--- src/rtl/pipe_pkg.sv ---
// Shared constants and helpers for the pipe_chain register pipeline.
package pipe_pkg;

  localparam int PIPE_MIN_DEPTH = 1;

  // Occupancy must be able to represent every count from 0 up to a full chain.
  function automatic int clog2_occ(input int depth);
    return $clog2(depth + 1);
  endfunction

endpackage

--- src/rtl/pipe_stage.sv ---
// One ready/valid register stage; 1-cycle latency, loads when empty or when downstream takes its word.
// ready_up is the raw combinational ready; the caller masks it with en/sclr/aclr at the chain boundary.
module pipe_stage #(
  parameter int               WIDTH       = 8,
  parameter logic [WIDTH-1:0] RESET_VALUE = '0
) (
  input  logic             clk,
  input  logic             aclr,
  input  logic             en,
  input  logic             sclr,
  input  logic             up_valid,
  input  logic [WIDTH-1:0] up_data,
  input  logic             down_ready,
  output logic             valid,
  output logic [WIDTH-1:0] data,
  output logic             ready_up
);

  typedef struct packed {
    logic             valid;
    logic [WIDTH-1:0] data;
  } stage_t;

  stage_t st_q, st_d;

  assign ready_up = ~st_q.valid | down_ready;

  // Data only moves with a valid word, so bubbles never toggle the data flops.
  always_comb begin
    st_d = st_q;
    if (sclr) begin
      st_d.valid = 1'b0;
      st_d.data  = RESET_VALUE;
    end else if (en && ready_up) begin
      st_d.valid = up_valid;
      if (up_valid) begin
        st_d.data = up_data;
      end
    end
  end

  always_ff @(posedge clk or posedge aclr) begin
    if (aclr) begin
      st_q.valid <= 1'b0;
      st_q.data  <= RESET_VALUE;
    end else begin
      st_q <= st_d;
    end
  end

  assign valid = st_q.valid;
  assign data  = st_q.data;

endmodule

--- src/rtl/pipe_chain.sv ---
// DEPTH-stage ready/valid register chain, DEPTH-cycle latency, bubbles collapse under stall, ready ripples combinationally.
// en=0 or sclr masks both handshakes; optional registered occupancy count under PIPE_OCCUPANCY_EN.
module pipe_chain
  import pipe_pkg::*;
#(
  parameter int               WIDTH       = 8,
  parameter int               DEPTH       = 3,
  parameter logic [WIDTH-1:0] RESET_VALUE = '0
) (
  input  logic             clk,
  input  logic             aclr,
  input  logic             en,
  input  logic             sclr,
  input  logic             in_valid,
  output logic             in_ready,
  input  logic [WIDTH-1:0] in_data,
  output logic             out_valid,
  input  logic             out_ready,
  output logic [WIDTH-1:0] out_data
`ifdef PIPE_OCCUPANCY_EN
  ,
  output logic [clog2_occ(DEPTH)-1:0] occupancy
`endif
);

  if (DEPTH < PIPE_MIN_DEPTH) begin : g_bad_depth
    $error("pipe_chain: DEPTH must be at least %0d", PIPE_MIN_DEPTH);
  end

  logic run;
  assign run = en & ~sclr;

  for (genvar i = 0; i < DEPTH; i++) begin : g_stage
    logic             up_valid_w;
    logic [WIDTH-1:0] up_data_w;
    logic             down_ready_w;
    logic             valid_w;
    logic [WIDTH-1:0] data_w;
    logic             ready_w;

    if (i == 0) begin : g_head
      assign up_valid_w = in_valid;
      assign up_data_w  = in_data;
    end else begin : g_link
      assign up_valid_w = g_stage[i-1].valid_w;
      assign up_data_w  = g_stage[i-1].data_w;
    end

    if (i == DEPTH - 1) begin : g_tail
      assign down_ready_w = out_ready;
    end else begin : g_mid
      assign down_ready_w = g_stage[i+1].ready_w;
    end

    pipe_stage #(
      .WIDTH      (WIDTH),
      .RESET_VALUE(RESET_VALUE)
    ) u_stage (
      .clk       (clk),
      .aclr      (aclr),
      .en        (en),
      .sclr      (sclr),
      .up_valid  (up_valid_w),
      .up_data   (up_data_w),
      .down_ready(down_ready_w),
      .valid     (valid_w),
      .data      (data_w),
      .ready_up  (ready_w)
    );
  end

  // Raw stage ready is 1 while flops sit in reset, so aclr must gate it here.
  assign in_ready  = g_stage[0].ready_w & run & ~aclr;
  assign out_valid = g_stage[DEPTH-1].valid_w & run;
  assign out_data  = g_stage[DEPTH-1].data_w;

`ifdef PIPE_OCCUPANCY_EN
  localparam int OCC_W = clog2_occ(DEPTH);

  logic [OCC_W-1:0] occ_q, occ_d;

  always_comb begin
    occ_d = occ_q;
    if (sclr) begin
      occ_d = '0;
    end else begin
      occ_d = occ_q + OCC_W'(in_valid & in_ready) - OCC_W'(out_valid & out_ready);
    end
  end

  always_ff @(posedge clk or posedge aclr) begin
    if (aclr) begin
      occ_q <= '0;
    end else begin
      occ_q <= occ_d;
    end
  end

  assign occupancy = occ_q;
`endif

endmodule

--- config.mk ---
export PLATFORM = sky130hd
export DESIGN_NAME = pipe_chain
export DESIGN_NICKNAME = d
export VERILOG_FILES = /design/src/rtl/pipe_pkg.sv /design/src/rtl/pipe_stage.sv /design/src/rtl/pipe_chain.sv
export SDC_FILE = /design/constraint.sdc
export NUM_CORES = 1
export LEC_CHECK = 0
export ABC_AREA = 1
export CAP_MARGIN = 25
export CELL_PAD_IN_SITES_DETAIL_PLACEMENT = 0
export CELL_PAD_IN_SITES_GLOBAL_PLACEMENT = 1
export CORE_ASPECT_RATIO = 1.1
export CORE_MARGIN = 1
export CORE_UTILIZATION = 37
export CTS_CLUSTER_SIZE = 10
export DETAILED_ROUTE_END_ITERATION = 8
export PLACE_DENSITY = 0.86
export SLEW_MARGIN = 15
export SYNTH_ARGS = -nofsm -noshare
export SYNTH_HDL_FRONTEND = slang
export SYNTH_SLANG_ARGS = --single-unit
--- constraint.sdc ---
create_clock -name clk -period 1.37 [get_ports clk]
set_input_delay 0.137 -clock clk [delete_from_list [all_inputs] [get_ports clk]]
set_output_delay 0.137 -clock clk [all_outputs]
set_load 0.02 [all_outputs]
==> metrics.md, run 1 <==
| Metric | Value |
|---|---|
| Status | `completed` |
| Post-Synth XOR/XNOR Area | `0%` |
| Post-synth ARST share | `100%` |
| Placed Cells | `about 190` |
| Via-to-Cell Ratio | `5.01` |
| Layout Cells excl Fill | `196` |
| Synthesized area | `1180 sq um` |
| Avg WL per Cell | `12.1 um` |
| Final Slew Violations | `0` |
| Synth Register Bits | `27` |
| Clk buf depth | `2` |
| Worst Path Arrival | `1170 ps` |
| Skew final | `10.6 ps` |
| Post-Place Worst Slack | `-290 ps` |
| Top-area cell type share of the netlist area | `~57%` |
| DRC | `0` |
| Ratio of final minimum period to clock period | `roughly 96%` |
| Io pins | `24` |
| Total setup buffers inserted after CTS | `0` |
| Largest cells by area after synthesis | `dfrtp_1 (57%), nand2_1 (14%), nand3_1 (12%), nand4_1 (4.8%), nand3_2 (2.6%)` |
| Clk slew on worst S/H paths | `~150 ps` |
| Register area | `676 sq um` |
| Initial DRC count | `16` |
| Layout cell share with drive strength beyond 1 | `about 16%` |
| # hold bufs at CTS | `0` |
| Iteration count of the initial detailed-routing pass | `4` |
| Clock Root Buffer | `clkbuf_4` |
| Cell taking the most area after synthesis | `dfrtp_1` |
| Synth-to-Final Area Change | `30.6%` |
| Compound-Gate Fraction of Synth Area | `1.28%` |
| Post-route antenna net violation count | `0` |
| Lkg Pwr | `0.844 nW` |
| Main synth FF type | `dfrtp_1` |
| Die Span X | `about 56 um` |
| Crit-path max FO | `4` |
| Final-stage net count | `177` |
| Area fraction in and, or, nand and nor cells after synthesis | `a little over a third` |
| Post-route minimum period | `1310 ps` |
| Largest family of logic cells by synthesized area | `simple AND/OR/NAND/NOR gates` |
| Initial Util | `between 30% and 40%` |
| GRT overflow | `0` |
| TritonCTS buffer count | `3` |
| Pin count of the biggest net entering global routing | `28` |
| Util after Layout | `50.4%` |
| Hold Path Class | `in2async` |
| # Max-Cap Violations | `0` |
| Cell with the most instances after synthesis | `nand2_1` |
| Clock Latency Late Sink | `330 ps` |
| Post-synthesis mux area share | `0%` |
| Busiest metal layer after global routing | `met2` |
| Drt total wl | `~2.4 mm` |
| Number of synthesized flops with an enable pin | `0` |
| Synthesized instance count | `between 100 and 150` |
| Setup CP Type | `reg2out` |
| Worst Tran Pin Value | `338 ps` |
| Met2 usage | `28.6%` |
| Initial antenna violation count | `0` |
| CP Launch Type | `register` |
| Unrepaired setup endpoints after global routing | `true` |
| GP Congestion | `slightly above 0.7` |
| Ys Warns | `0` |
| Area occupied by multi-input gates | `444 sq um` |
| I/O Buffers | `23` |
| Finished Cell Area | `1540 sq um` |
| First-pass GRT wire length | `4.05 mm` |
| Fillers | `288` |
| Slew HR | `between 70 and 80%` |
| Final Hold Viols | `0` |
| N_diodes | `0` |
| Total core area | `about 3000 sq um` |
| Max Fclk | `764 MHz` |
| Seq/Total Area, Yosys | `57.4%` |
| # H-tree levels | `1` |
| CTS tree | `yes` |
| Die height | `roughly 61 um` |
| Synthesized net count | `142` |
| Worst setup EP type | `output port` |
| Power Density | `857 nW/um^2` |
| Peak VDD IR | `between 0.5 and 0.6 mV` |
| Adder-cell share of the synthesized area | `0%` |
| Met3 Use GR | `between 2 and 3%` |
| CP required | `1230 ps` |
| Hpwl dp | `1.80 mm` |
| Post-synth top cells | `nand2_1 (43), nand3_1 (29), dfrtp_1 (27)` |
| Met1 global-route usage | `18.3%` |
| Final WS setup | `between 60 and 70 ps` |
| Synth unique cells | `13` |
| Via Count | `982` |
| Sink Count | `27` |
| Avg Cell Area, Syn | `roughly 9 sq um` |
| Final setup violating endpoints | `0` |
| Die area | `3410 sq um` |
| DP Area | `between 1500 and 2000 sq um` |
| Vias in the first global route | `924` |
| Std cell rows | `21` |
| Hold slack | `248 ps` |
| GRT Util Overall | `between 10% and 20%` |
==> stage by stage <==
stage	TNS (ps)	total power, mW
final	0	1.32
after global routing	-18.0	1.38
after CTS	0	1.33
after detailed placement	-822	0.985
after global placement	-461	0.979
after floorplan	0	0.905
==> per-layer routing <==
layer / vias up / routed length (um)
li1: 498 / -
met1: 461 / 1080
met2: 19 / 1160
met3: 4 / 85
met4: 0 / 40
met5: - / 0
==> logic make-up (layout without fill, tap and decap cells) <==
group,after synthesis,count (layout)
compound gates,3,3
buf+inv,10,44
flops,27,27
simple gates,88,88
==> report_power, final <==
part / switching [mW] / internal, mW / total [mW] / leakage, nW
Clock: 0.238 / 0.112 / 0.350 / 0.0139
Sequential: 0.00844 / 0.813 / 0.821 / 0.373
Combinational: 0.0766 / 0.0684 / 0.145 / 0.457
==> repair_timing <==
| action | 4_1_cts | 5_1_grt |
|---|---|---|
| gates resized for setup | 15 | 1 |
| endpoints found under the setup margin | 10 | 2 |
| pin swaps | 0 | 1 |
==> registers in the layout (all words and copies together), names as in the netlist <==
signal                 count
g_stage.u_stage.valid      3
g_stage.u_stage.data      24
==> final cells by class <==
cell class	count	share of cell area, %
clock buffers	3	1.47
well taps	34	2.77
flip-flops and latches	27	44.0
multi-input cells	91	28.9
repair buffers	35	21.2
inverters	5	1.22
clock inverters	1	0.489
==> critical path, cell delays in order (launching register included) <==
cell     delay (ps)
dfrtp_1         440
nand4_1         120
nand3_1          90
inv_1            50
buf_2           150
==> cell usage in the layout (no fill, tap or decap) <==
cell type	n
and3_2	1
buf_12	2
buf_2	2
buf_4	10
clkbuf_4	3
clkdlybuf4s50_1	13
clkinvlp_4	1
dfrtp_1	27
dlygate4sd2_1	8
inv_1	4
inv_2	1
nand2_1	43
nand3_1	29
nand3_2	3
nand4_1	9
nor2_2	1
nor2_4	2
o21ai_0	3
==> path summary, 6_finish.rpt <==
path                                            startpoint                          to  slack, ps  depth (start not counted)
worst max-delay path              g_stage[2].u_stage.valid                    in_ready         60                          4
worst min register to register  g_stage[0].u_stage.data[1]  g_stage[1].u_stage.data[1]        490                          2
min in group clk                                in_data[1]  g_stage[0].u_stage.data[1]        340                          3
worst max register to register    g_stage[2].u_stage.valid    g_stage[0].u_stage.valid        170                          4
worst min-delay path                                  aclr  g_stage[2].u_stage.data[5]        250                          3
max in group asynchronous                             aclr  g_stage[0].u_stage.data[4]        860                          3
(Power assumes the default switching activity.)
==> run 2, diff against run 1 <==
--- a/config.mk
+++ b/config.mk
@@ -11,10 +11,11 @@
 export CELL_PAD_IN_SITES_GLOBAL_PLACEMENT = 1
 export CORE_ASPECT_RATIO = 1.1
 export CORE_MARGIN = 1
-export CORE_UTILIZATION = 37
+export CORE_UTILIZATION = 30
 export CTS_CLUSTER_SIZE = 10
 export DETAILED_ROUTE_END_ITERATION = 8
-export PLACE_DENSITY = 0.86
+export DONT_BUFFER_PORTS = 1
+export PLACE_DENSITY = 0.63
 export SLEW_MARGIN = 15
 export SYNTH_ARGS = -nofsm -noshare
 export SYNTH_HDL_FRONTEND = slang
==> run 2 against run 1 <==
  * Combinational power fell by 45%
  * Wire length fell by 0.68%
  * Cell count fell by 7.1%
  * Final area fell by 16%
  * Non-clock buffer count fell by 30
==> metrics.md, run 2 (synthesis results as in run 1) <==
| Metric | Value |
|---|---|
| Top flop regs | `g_stage.u_stage.data (24), g_stage.u_stage.valid (3)` |
| Util after Layout | `35.1% (-15 points)` |
| Crit-path max FO | `5 (+1)` |
| Final setup violating endpoints | `0 (unchanged)` |
| Wire length on met2 | `1.09 mm (-6.0%)` |
| Hold slack | `10.5 ps (-237 ps)` |
| Most frequent cells in the layout | `nand2_1 (43), nand3_1 (29), dfrtp_1 (27)` |
| Worst setup EP type | `output port` |
| Biggest register | `g_stage.u_stage.data` |
| Layout cell share with drive strength beyond 1 | `12.1% (-3.9 points)` |
| Synth-to-Final Area Change | `9.89%` |
| # Max-Cap Violations | `0 (unchanged)` |
| Sink Count | `27 (unchanged)` |
| First-pass GRT wire length | `3.91 mm (-3.4%)` |
| Peak VDD IR | `0.602 mV (+3.9%)` |
| Vias in the first global route | `853 (-7.7%)` |
| Status | `completed` |
| Worst Path Arrival | `1120 ps (-50 ps)` |
| Ratio of final minimum period to clock period | `92.1% (-3.5 points)` |
| Post-route minimum period | `1260 ps (-48.1 ps)` |
| Initial Util | `31.9% (-6.7 points)` |
| Initial antenna violation count | `0 (unchanged)` |
| Placed Cells | `176 (-8.3%)` |
| Setup CP Type | `reg2out` |
| Avg WL per Cell | `12.9 um (+7.0%)` |
| Layout Cells excl Fill | `182 (-7.1%)` |
| Register area | `676 sq um (unchanged)` |
| Final-stage net count | `147 (-17%)` |
| Power Density | `1050 nW/um^2 (+22%)` |
| DP Area | `1220 sq um (-20%)` |
| Max Fclk | `793 MHz (+3.8%)` |
| Via Count | `885 (-9.9%)` |
| Wire length on met3 | `143 um (+68%)` |
| Io pins | `24 (unchanged)` |
| GP Congestion | `0.774 (+9.5%)` |
| WP buf/inv | `1 (-1)` |
| Pin count of the biggest net entering global routing | `28 (unchanged)` |
| Area occupied by multi-input gates | `444 sq um (unchanged)` |
| Die area | `4180 sq um (+23%)` |
| DRC | `0 (unchanged)` |
| Slew HR | `76.9% (-0.55 points)` |
| Finished Cell Area | `1290 sq um (-16%)` |
| # H-tree levels | `1 (unchanged)` |
| GRT Util Overall | `13.0% (-2.4 points)` |
| Die Span X | `61.7 um (+11%)` |
| GRT overflow | `0 (unchanged)` |
| Drt total wl | `2.35 mm (-0.68%)` |
| Initial DRC count | `54 (+38)` |
| Clk buf depth | `2 (unchanged)` |
| Final Slew Violations | `0 (unchanged)` |
| Largest register FFs | `24 (unchanged)` |
| Total setup buffers inserted after CTS | `0 (unchanged)` |
| Unrepaired setup endpoints after global routing | `true` |
| N_diodes | `0 (unchanged)` |
| CTS tree | `yes` |
| I/O Buffers | `0 (-100%)` |
| Die height | `67.7 um (+11%)` |
| Final Hold Viols | `0 (unchanged)` |
| TritonCTS buffer count | `3 (unchanged)` |
| CP Launch Type | `register` |
| Max layer used | `met4` |
| Crit path cell chain | `nand4_1 -> nand3_1 -> inv_2` |
| Via-to-Cell Ratio | `4.86 (-2.9%)` |
| CP max-delay cell | `dfrtp_1` |
| Max incr delay on CP | `430 ps (about the same)` |
| Hpwl dp | `1.69 mm (-6.2%)` |
| Fillers | `426 (+48%)` |
| Total core area | `3680 sq um (+21%)` |
| Clock Root Buffer | `clkbuf_8` |
| Commonest non-fill, non-tap cell in the layout | `nand2_1` |
| Clk slew on worst S/H paths | `90 ps (-60 ps)` |
| Clock Latency Late Sink | `270 ps (-60 ps)` |
| Post-route antenna net violation count | `0 (unchanged)` |
| Iteration count of the initial detailed-routing pass | `4 (unchanged)` |
| Lkg Pwr | `0.673 nW (-20%)` |
| Std cell rows | `23 (+9.5%)` |
| CP top delay family | `flip-flops` |
| CP required | `1230 ps (about the same)` |
| Post-Route M1 WL | `1.10 mm (+2.1%)` |
| Skew final | `5.35 ps (-5.25 ps)` |
| Hold Path Class | `in2reg` |
| Worst Tran Pin Value | `346 ps (+8.22 ps)` |
run 2: repair_timing:
item / CTS / global route
resized for setup: 0 / 1
hold endpoints to repair: 30 / 0
hold buffers: 2 / 0
endpoints found under the setup margin: 0 / 3
run 2: per-layer routing:
metal,vias up,GRT usage (%)
met5,-,0
met3,2,4.02
met4,0,2.50
met1,413,17.2
li1,439,-
met2,31,20.8
run 2: cell type report:
type,instances,share of cell area [%]
flip-flops and latches,27,52.3
multi-input cells,91,34.4
well taps,50,4.84
repair buffers,5,3.29
clock buffers,3,3.19
inverters,5,1.45
clock inverters,1,0.581
run 2: worst register-to-register path, stage by stage, from the launching register on:
cell     delay [ps]
dfrtp_1         430
nand2_1         120
nand3_2         220
nor2_4          260
nand2_1          90
nand2_1          60
run 2: stage by stage:
stage	setup slack, ps	TNS, ps	total power, mW
final	109	0	1.35
after global placement	166	0	0.913
after global routing	-20.3	-35.3	1.42
after floorplan	195	0	0.905
after CTS	53.4	0	1.37
after detailed placement	101	0	0.915
run 2: final timing paths:
check	start	end	slack [ps]	cells past startpoint
max in group asynchronous	aclr	g_stage[0].u_stage.data[4]	690	3
min in group asynchronous	aclr	g_stage[1].u_stage.data[2]	420	3
hold reg to reg	g_stage[0].u_stage.data[0]	g_stage[1].u_stage.data[0]	480	2
setup / recovery	g_stage[2].u_stage.valid	in_ready	110	3
hold / removal	in_data[1]	g_stage[0].u_stage.data[1]	10	2
setup reg to reg	g_stage[2].u_stage.valid	g_stage[2].u_stage.data[0]	140	5
run 2: power breakdown:
group	total, mW	switching (mW)	leakage, nW	internal (mW)
clock	0.451	0.244	0.0217	0.206
sequential	0.823	0.0105	0.373	0.812
combinational	0.0796	0.0568	0.279	0.0227
total	1.35	0.312	0.673	1.04
==> patch, RTL diff (config.mk and constraints of run 2) <==
Add a define of `PIPE_OCCUPANCY_EN`.
--- a/src/rtl/pipe_chain.sv
+++ b/src/rtl/pipe_chain.sv
@@ -1,5 +1,7 @@
 // DEPTH-stage ready/valid register chain, DEPTH-cycle latency, bubbles collapse under stall, ready ripples combinationally.
 // en=0 or sclr masks both handshakes; optional registered occupancy count under PIPE_OCCUPANCY_EN.
+`define PIPE_OCCUPANCY_EN
+
 module pipe_chain
   import pipe_pkg::*;
 #(
Function (old outputs only; new: occupancy): kept (equiv_simple and equiv_induct, registers matched by name and starting in step).
==> patch against run 2 <==
Final area increased by 35%; area after synthesis increased by 19%; first-iteration DRC count decreased by 35%; setup slack got worse by 0.18 ns; critical path type is now flip-flop to flip-flop; wire length increased by 22%; critical path depth increased by 7; sequential cell count increased by 2; synthesized cell count increased by 27%; the run now ends with negative hold slack, negative setup slack left; total power increased by 27%.
==> patch: results <==
{
  "relSlewSlack": 0.754,
  "fin_tns_setup_ns": -0.128,
  "dp_hpwl_um": 1910,
  "fin_ws_ns": -0.0666,
  "ys_top_cells_by_area": "dfrtp_1 52%, nand2_1 13%, nand3_1 9.3%, inv_1 4.0%, nand4_1 3.6%",
  "violations": "negative hold slack, negative setup slack",
  "critPathMaxFanout": 3,
  "numCtsBuffers": 5,
  "skew_ns": 0.00672,
  "synth_compound_area_frac": 0.0108,
  "dpl_cell_area_mm2": 0.00150,
  "placed_cells_incl_taps": 218,
  "synthTopCellsByCount": "49 x nand2_1, 29 x dfrtp_1, 26 x nand3_1",
  "power_leakage_nw": 0.881,
  "syn_area_per_cell_um2": 8.61,
  "yosys.area_share.xor_xnor": 0.00628,
  "viasPerCell": 4.69,
  "grtUsageTotal": 0.138,
  "wl_met1_um": 1260,
  "htree_num_levels": 2,
  "stdcell_count": 235,
  "crit_path_end": "occupancy[1]$_DFF_PP0_",
  "met2_usage": 0.222,
  "drt_iter0_markers": 35,
  "hold_ws_ns": -0.0971,
  "holdPathEnd": "occupancy[0]$_DFF_PP0_",
  "setup_violations": 2,
  "p_comb_frac": 0.083,
  "status": "finished, violations left",
  "irDropWorstVdd_v": 0.000465,
  "grt_pass1_vias": 1128,
  "ys_seq_area_frac": 0.520,
  "drive_gt1_frac": 0.227,
  "power_clock_uw": 670,
  "grtUsageMet3": 0.0481,
  "synth_nets": 178,
  "hold_viol_final": 4,
  "hold_buffers": 6
}
## patch: cell types whose count changed after synthesis, sizes merged, moves of 2 or more
cell / delta
nor3: +2
nand2: +8
dfrtp: +2
nor2: +9
inv: +12
nand3: -3
ha: +2
## patch: through the flow
stage | setup WS, ns | util
global route | -0.162 | 0.398
detailed placement | -0.120 | 0.342
finish | -0.0666 | 0.398
floorplan | -0.172 | -
global placement | -0.0527 | 0.342
CTS | -0.0691 | 0.379
## patch: cell type report
| class | count | area [um2] |
|---|---|---|
| Tap cell | 54 | 67.6 |
| Inverter | 17 | 68.8 |
| Clock buffer | 6 | 72.6 |
| Timing Repair Buffer | 17 | 150 |
| Clock inverter | 2 | 10.0 |
| Sequential cell | 29 | 727 |
| Multi-Input combinational cell | 110 | 647 |
| Fill cell | 451 | 2640 |
## patch: what timing repair did
action                                  CTS  global route
buffers inserted                          1             2
endpoints found under the setup margin    2             3
resized for setup                         3            14
endpoints found under the hold margin    38             3
pin swaps                                 1             5
